$ cat config.mk
export PLATFORM = sky130hd
export DESIGN_NAME = muldiv
export DESIGN_NICKNAME = d
export VERILOG_FILES = /design/src/rtl/muldiv_pkg.sv /design/src/rtl/muldiv.sv
export SDC_FILE = /design/constraint.sdc
export NUM_CORES = 1
export LEC_CHECK = 0
export CAP_MARGIN = 10
export CORE_MARGIN = 2
export CORE_UTILIZATION = 54
export DETAILED_ROUTE_END_ITERATION = 8
export PLACE_DENSITY = 0.78
export SLEW_MARGIN = 30
export SYNTH_ARGS = -nofsm -noshare
export SYNTH_HDL_FRONTEND = slang
export SYNTH_SLANG_ARGS = --single-unit
export TNS_END_PERCENT = 10
$ cat constraint.sdc
create_clock -name clk -period 4 [get_ports clk]
set_input_delay 1.2 -clock clk [delete_from_list [all_inputs] [get_ports clk]]
set_output_delay 1.2 -clock clk [all_outputs]
set_load 0.02 [all_outputs]
$ cat src/rtl/muldiv_pkg.sv
// -----------------------------------------------------------------------------
// muldiv_pkg
// Shared core definitions for the RV32M multiply/divide unit: funct3 operation
// encodings (also used by the instruction decoder), the unit's FSM state
// encoding, and small helpers that classify operations by operand signedness.
// -----------------------------------------------------------------------------
package muldiv_pkg;

    // RV32M funct3 encodings (OP opcode, funct7 = 0000001)
    typedef enum logic [2:0] {
        F3_MUL    = 3'd0,
        F3_MULH   = 3'd1,
        F3_MULHSU = 3'd2,
        F3_MULHU  = 3'd3,
        F3_DIV    = 3'd4,
        F3_DIVU   = 3'd5,
        F3_REM    = 3'd6,
        F3_REMU   = 3'd7
    } md_op_e;

    // Multiply/divide unit sequencing states
    typedef enum logic [1:0] {
        ST_IDLE = 2'd0,
        ST_CALC = 2'd1,
        ST_FIX  = 2'd2,
        ST_DONE = 2'd3
    } md_state_e;

    // Divide/remainder ops all have funct3[2] set
    function automatic logic op_is_div(input md_op_e op);
        return op[2];
    endfunction

    // rs1 is interpreted as signed for MULH, MULHSU, DIV, REM
    function automatic logic op_rs1_signed(input md_op_e op);
        return (op == F3_MULH) || (op == F3_MULHSU) ||
               (op == F3_DIV)  || (op == F3_REM);
    endfunction

    // rs2 is interpreted as signed for MULH, DIV, REM
    function automatic logic op_rs2_signed(input md_op_e op);
        return (op == F3_MULH) || (op == F3_DIV) || (op == F3_REM);
    endfunction

endpackage

$ cat src/rtl/muldiv.sv
// -----------------------------------------------------------------------------
// muldiv
// Iterative RV32M multiply/divide unit with a fixed latency for every op.
// A request is accepted in IDLE, runs W single-bit iterations in CALC through
// one shared adder/subtractor (shift-add multiply or restoring divide), applies
// sign correction and special cases in FIX, and presents the result in DONE.
//
// Ports:
//   clk      in   clock, all state on rising edge
//   rst_n    in   asynchronous active-low reset
//   start    in   request, sampled only while ready=1
//   funct3   in   RV32M operation (md_op_e encoding)
//   rs1_val  in   operand A
//   rs2_val  in   operand B
//   rd_in    in   destination register of the request
//   kill     in   synchronous abort of the in-flight op
//   ready    out  high only in IDLE
//   done     out  one-cycle completion pulse
//   wr_en    out  register-file write enable (done with rd != 0)
//   rd       out  register-file write index
//   rd_val   out  register-file write data
// -----------------------------------------------------------------------------
module muldiv
    import muldiv_pkg::*;
#(
    parameter int W = 32
) (
    input  logic         clk,
    input  logic         rst_n,
    input  logic         start,
    input  logic [2:0]   funct3,
    input  logic [W-1:0] rs1_val,
    input  logic [W-1:0] rs2_val,
    input  logic [4:0]   rd_in,
    input  logic         kill,
    output logic         ready,
    output logic         done,
    output logic         wr_en,
    output logic [4:0]   rd,
    output logic [W-1:0] rd_val
);

    localparam logic [4:0] LAST_ITER = 5'(W - 1);

    // Sequencing state
    md_state_e    state_q, state_d;
    logic [4:0]   cnt_q, cnt_d;
    md_op_e       op_q, op_d;
    logic [4:0]   rd_lat_q, rd_lat_d;

    // Datapath: {hi, lo} is the product (multiply) or {remainder, quotient}
    // (divide); b holds the multiplicand/divisor magnitude.
    logic [W-1:0] hi_q, hi_d;
    logic [W-1:0] lo_q, lo_d;
    logic [W-1:0] b_q, b_d;
    logic [W-1:0] a_q, a_d;          // original rs1, for remainder-by-zero
    logic         neg_q, neg_d;      // negate product / quotient in FIX
    logic         neg_rem_q, neg_rem_d;
    logic         bzero_q, bzero_d;

    // Registered outputs
    logic         ready_q, ready_d;
    logic         done_q, done_d;
    logic         wr_en_q, wr_en_d;
    logic [4:0]   rd_q, rd_d;
    logic [W-1:0] rd_val_q, rd_val_d;

    // ---------------------------------------------------------------------
    // Operand conditioning at accept: signed operands become magnitudes.
    // ---------------------------------------------------------------------
    md_op_e       op_in;
    logic         s1_neg, s2_neg;
    logic [W-1:0] a_mag, b_mag;

    always_comb begin
        op_in  = md_op_e'(funct3);
        s1_neg = op_rs1_signed(op_in) && rs1_val[W-1];
        s2_neg = op_rs2_signed(op_in) && rs2_val[W-1];
        a_mag  = s1_neg ? (~rs1_val + 1'b1) : rs1_val;
        b_mag  = s2_neg ? (~rs2_val + 1'b1) : rs2_val;
    end

    // ---------------------------------------------------------------------
    // Shared adder/subtractor, W+2 bits wide.
    //   multiply: hi + (lo[0] ? b : 0)           carry lands in bit W
    //   divide:   {hi, lo[W-1]} - b              bit W+1 is the borrow/sign
    // The shifted partial remainder can be W+1 bits, so the extra bit keeps
    // the subtraction sign unambiguous.
    // ---------------------------------------------------------------------
    logic         is_div;
    logic [W+1:0] add_a, add_b, add_sum;

    always_comb begin
        is_div  = op_is_div(op_q);
        add_a   = is_div ? {1'b0, hi_q, lo_q[W-1]} : {2'b00, hi_q};
        add_b   = is_div ? ~{2'b00, b_q}
                         : (lo_q[0] ? {2'b00, b_q} : '0);
        add_sum = add_a + add_b + {{(W+1){1'b0}}, is_div};
    end

    // ---------------------------------------------------------------------
    // FIX-stage result selection with sign correction and divide special
    // cases. Signed overflow (most-negative / -1) falls out naturally: the
    // magnitude quotient 2^(W-1) negated is itself, and the remainder is 0.
    // ---------------------------------------------------------------------
    logic [2*W-1:0] prod_fix;
    logic [W-1:0]   quo_fix, rem_fix, result;

    always_comb begin
        prod_fix = neg_q ? (~{hi_q, lo_q} + 1'b1) : {hi_q, lo_q};
        quo_fix  = bzero_q ? '1  : (neg_q     ? (~lo_q + 1'b1) : lo_q);
        rem_fix  = bzero_q ? a_q : (neg_rem_q ? (~hi_q + 1'b1) : hi_q);
        unique case (op_q)
            F3_MUL:                       result = prod_fix[W-1:0];
            F3_MULH, F3_MULHSU, F3_MULHU: result = prod_fix[2*W-1:W];
            F3_DIV, F3_DIVU:              result = quo_fix;
            default:                      result = rem_fix;
        endcase
    end

    // ---------------------------------------------------------------------
    // Next-state logic
    // ---------------------------------------------------------------------
    always_comb begin
        // NOTE: every _d starts from its held value so no path leaves a
        // variable unassigned, which would otherwise infer a latch.
        state_d   = state_q;
        cnt_d     = cnt_q;
        op_d      = op_q;
        rd_lat_d  = rd_lat_q;
        hi_d      = hi_q;
        lo_d      = lo_q;
        b_d       = b_q;
        a_d       = a_q;
        neg_d     = neg_q;
        neg_rem_d = neg_rem_q;
        bzero_d   = bzero_q;
        done_d    = 1'b0;
        wr_en_d   = 1'b0;
        rd_d      = rd_q;
        rd_val_d  = rd_val_q;

        unique case (state_q)
            ST_IDLE: begin
                if (start && ready_q && !kill) begin
                    state_d   = ST_CALC;
                    cnt_d     = '0;
                    op_d      = op_in;
                    rd_lat_d  = rd_in;
                    hi_d      = '0;
                    lo_d      = a_mag;
                    b_d       = b_mag;
                    a_d       = rs1_val;
                    neg_d     = s1_neg ^ s2_neg;
                    neg_rem_d = s1_neg;
                    bzero_d   = (rs2_val == '0);
                end
            end

            ST_CALC: begin
                cnt_d = cnt_q + 5'd1;
                if (is_div) begin
                    // Restoring step: keep the difference only if non-negative
                    if (!add_sum[W+1]) begin
                        hi_d = add_sum[W-1:0];
                        lo_d = {lo_q[W-2:0], 1'b1};
                    end else begin
                        hi_d = {hi_q[W-2:0], lo_q[W-1]};
                        lo_d = {lo_q[W-2:0], 1'b0};
                    end
                end else begin
                    // Shift-add step: new partial sum shifts right into lo
                    hi_d = add_sum[W:1];
                    lo_d = {add_sum[0], lo_q[W-1:1]};
                end
                if (cnt_q == LAST_ITER) begin
                    state_d = ST_FIX;
                end
            end

            ST_FIX: begin
                state_d  = ST_DONE;
                done_d   = 1'b1;
                wr_en_d  = (rd_lat_q != 5'd0);
                rd_d     = rd_lat_q;
                rd_val_d = result;
            end

            default: begin
                state_d = ST_IDLE;
            end
        endcase

        // Abort: no completion, and the previous result stays visible
        if (kill && (state_q != ST_IDLE)) begin
            state_d  = ST_IDLE;
            done_d   = 1'b0;
            wr_en_d  = 1'b0;
            rd_d     = rd_q;
            rd_val_d = rd_val_q;
        end

        ready_d = (state_d == ST_IDLE);
    end

    // ---------------------------------------------------------------------
    // State registers
    // ---------------------------------------------------------------------
    always_ff @(posedge clk or negedge rst_n) begin
        if (!rst_n) begin
            // NOTE: the datapath is a handful of flops, not a memory array,
            // so everything is reset to give a clean, defined post-reset state.
            state_q   <= ST_IDLE;
            cnt_q     <= '0;
            op_q      <= F3_MUL;
            rd_lat_q  <= '0;
            hi_q      <= '0;
            lo_q      <= '0;
            b_q       <= '0;
            a_q       <= '0;
            neg_q     <= 1'b0;
            neg_rem_q <= 1'b0;
            bzero_q   <= 1'b0;
            ready_q   <= 1'b1;
            done_q    <= 1'b0;
            wr_en_q   <= 1'b0;
            rd_q      <= '0;
            rd_val_q  <= '0;
        end else begin
            // NOTE: non-blocking assignments so all flops update together
            // from the values present before the edge.
            state_q   <= state_d;
            cnt_q     <= cnt_d;
            op_q      <= op_d;
            rd_lat_q  <= rd_lat_d;
            hi_q      <= hi_d;
            lo_q      <= lo_d;
            b_q       <= b_d;
            a_q       <= a_d;
            neg_q     <= neg_d;
            neg_rem_q <= neg_rem_d;
            bzero_q   <= bzero_d;
            ready_q   <= ready_d;
            done_q    <= done_d;
            wr_en_q   <= wr_en_d;
            rd_q      <= rd_d;
            rd_val_q  <= rd_val_d;
        end
    end

    assign ready  = ready_q;
    assign done   = done_q;
    assign wr_en  = wr_en_q;
    assign rd     = rd_q;
    assign rd_val = rd_val_q;

endmodule

==> impl_results.md <==
* Top Layer Used: met5
* Most frequent cells in the layout: nand2_1 (359), o21ai_0 (227), dfrtp_1 (184)
* Sw Ratio at 0.481
* Clk pwr share at 0.157
* Met1 WL at around 21 mm
* Final non-filler cell area at around 0.017 mm^2
* Final ANT Viol Nets at 0
* Pins Over Slew Limit at 0
* Pre-CTS setup slack at -81.3 ps
* Reg2reg setup slack at 210 ps
* Data arrival, critical path at approximately 4200 ps
* Nets@finish at 2080
* Crit end category: register
* Crit-path max FO at 19
* EDFF count, synth at 0
* Vias in the first global route at between 10000 and 15000
* Max-slew headroom at 0.398
* Maximum resistive drop on vdd at between 200 and 300 uV
* Clock skew at ~22 ps
* Largest net degree at the start of global routing at 96
* Internal at between 0.005 and 0.006 W
* Max-cap violations at 0
* Sink Count at 186
* Most used flip-flop cell after synthesis: dfrtp_1
* CP Launch Type: register
* Met3 WL at 5.04 mm
* Fmax at 264 MHz
* Die ar. at 0.0283 mm^2
* P_leak at ~7.0 nW
* Initial DRC Count at 1659
* Synth unique cells at 75
* Most common cell after layout, fill and taps aside: nand2_1
* Die height at 168 um
* Final hold vios at 0
* Synthesis Warnings at 0
* Clock root buffer master: clkbuf_16
* Final setup viols at 0
* Sum of buffers and inverters on the critical path at 3
* Fin crit share at 0.948
* Setup WS post-layout at between 200 and 250 ps
* DR WL met2 at between 20 and 25 mm
* Worst skew pair latency at between 400 and 500 ps
* Area growth syn-to-layout at 16.1%
* Std cell rows at 60
* CP Cell Sequence: nor2_2 > buf_12 > buf_4 > nand2_1 > o21ai_0 > ha_1 > nand2_1 > a2111oi_0 > buf_4 > a22oi_2 > o211ai_1 > nand4_1 > and3_1 > or2_2 > a22oi_1
* Logic pwr share at 0.558
* Clock Tree Buf Depth at 2
* Port-buffer cells at between 100 and 150
* FILL cells at approximately 2400
* Post-DP HPWL at between 30 and 40 mm
* Initial antenna violation count at 0
* CTS clk-pin slew, worst paths at around 80 ps
* Actual slew at the worst max-slew pin at ~900 ps
* DP Area at between 0.015 and 0.02 mm^2
* Yosys top cell area share at 0.317
* Vias at 14827
* Cell taking the most area after synthesis: dfrtp_1
* Final Non-Filler Cells at 2318
* Drt drc at 0
* Sequential element share of the synthesized area at 0.319
* Core area at approximately 0.027 mm^2
* CTS tree: built
* CP required at ~4400 ps
* Unrepaired setup endpoints after global routing: true
* I/O pin count at 116
* Syn Area/Cell at around 7.7 um^2
* Overall power at 0.0113 W
* Mapped Cells at 1902
* Initial core utilization at 0.546
* Post-Syn Area at between 0.01 and 0.015 mm^2
* Setup CP Type: register to register
* First-pass GRT wire length at ~74 mm
* Min cycle time layout at around 3800 ps
* Hold_buf cts at 0
* Drt via density at roughly 6.4
* Post-synth ARST share at 1.00
* Share of cells above drive strength 1 at 0.0905
* Num CTS Buffers at 17
* CTS H-tree lvls at 4
* Layout Utilization at 0.634
* Area contributors post-synth: dfrtp_1 (32%), nand2_1 (9.2%), o21ai_0 (7.9%)
* Final GP Congestion at 0.942
* Grt total ovfl at 0
* CP top delay family: compound AO/OA/AOI/OAI gates
* Psw at ~0.0054 W
* Synthesized Nets at 2018
* Inst Count DP at around 2300
* Hold crit path type: register to register
* Post-CTS setup buffer count at 0
* WL/cell at roughly 20 um
* Reg power frac at 0.285
* Flops & latches, synth at roughly 190
* Die Span X at between 150 and 200 um
* PD cells at about 660 mW/mm^2
* CP max stage delay at about 540 ps
* First-pass DRT Iterations at 6
* Run status: complete, no violations
* Total Wirelength at 46.9 mm
* GRT Overall Usage at 0.328
* CP max-delay cell: dfrtp_4
* Ant. Diodes at 0
[routing by layer]
layer / vias to the layer above / GRT usage
li1: 6896 / -
met1: 7084 / 0.488
met2: 774 / 0.482
met3: 71 / 0.0708
met4: 2 / 0.0847
met5: - / 0.0157
[tightest hold or removal path, stage by stage (launching register included)]
cell and delay [ps]:
dfrtp_1 350, nand2_1 50, nand2_1 50
[cells in the mapped netlist, drive strengths merged (26+ instances only)]
master and n:
nand2 359, o21ai 247, dfrtp 185, clkbuf 135
nor2 128, a21oi 117, xor2 85, xnor2 72
nand3 42, mux2i 41, ha 38, mux2 33
or3 30, inv 29, o221ai 29, o31ai 28
o211ai 27, nor3 26
[flip-flops by register name, indices dropped and copies added (netlist names), 2 cells and up]
| name | count |
|---|---|
| hi_q | 32 |
| rd_lat_q | 5 |
| b_q | 32 |
| cnt_q | 5 |
| rd_val | 32 |
| op_q | 3 |
| lo_q | 32 |
| rd | 5 |
| a_q | 32 |
| state_q | 2 |
[layout make-up]
| class | count | area (um^2) | area share |
|---|---|---|---|
| tap | 341 | 427 | 0.0252 |
| inverter | 29 | 109 | 0.00643 |
| timing repair buffer | 200 | 1870 | 0.110 |
| clock buffer | 18 | 429 | 0.0253 |
| clock inverter | 14 | 169 | 0.00997 |
| sequential | 186 | 4660 | 0.275 |
| multi-input combinational | 1530 | 9270 | 0.548 |
[cell families (layout without fill, tap and decap cells)]
logic type,count (synthesis),count (layout),share of synthesized area
XOR/XNOR,157,157,0.0943
AND/OR/NAND/NOR,684,684,0.208
buffers and inverters,186,261,0.0488
flip-flops,186,186,0.319
AO/OA/AOI/OAI,575,575,0.241
adder cells (fa/ha/maj),40,40,0.0353
multiplexers,74,74,0.0536
[repair_timing]
action                                  4_1_cts  5_1_grt
endpoints found under the hold margin         0        0
gates resized for setup                       0        9
endpoints found under the setup margin        0       33
[metrics by stage]
| step | hold WS, ps | TNS, ps |
|---|---|---|
| after floorplan | 439 | 0 |
| final | 484 | 0 |
| after global placement | 457 | -128 |
| after detailed placement | 466 | -201 |
| after CTS | 488 | 0 |
| after global routing | 521 | -8.25 |
[worst paths after layout]
| kind | start | to | depth (start not counted) |
|---|---|---|---|
| max reg2reg | op_q[2] | hi_q[30] | 15 |
| max | op_q[2] | hi_q[30] | 15 |
| min in group asynchronous | rst_n | lo_q[17] | 1 |
| min | a_q[14] | a_q[14] | 2 |
| max in group asynchronous | rst_n | op_q[2] | 2 |
| min reg2reg | a_q[14] | a_q[14] | 2 |
[power by group through the flow]
stage	Combinational [W]	Clock [W]	Sequential, W
detailed placement	0.00606	0	0.00321
global placement	0.00600	0	0.00318
finish	0.00628	0.00176	0.00321
CTS	0.00611	0.00177	0.00317
floorplan	0.00449	0	0.00274
global route	0.00685	0.00184	0.00328
Note: power is estimated with default switching activity, not from simulation.
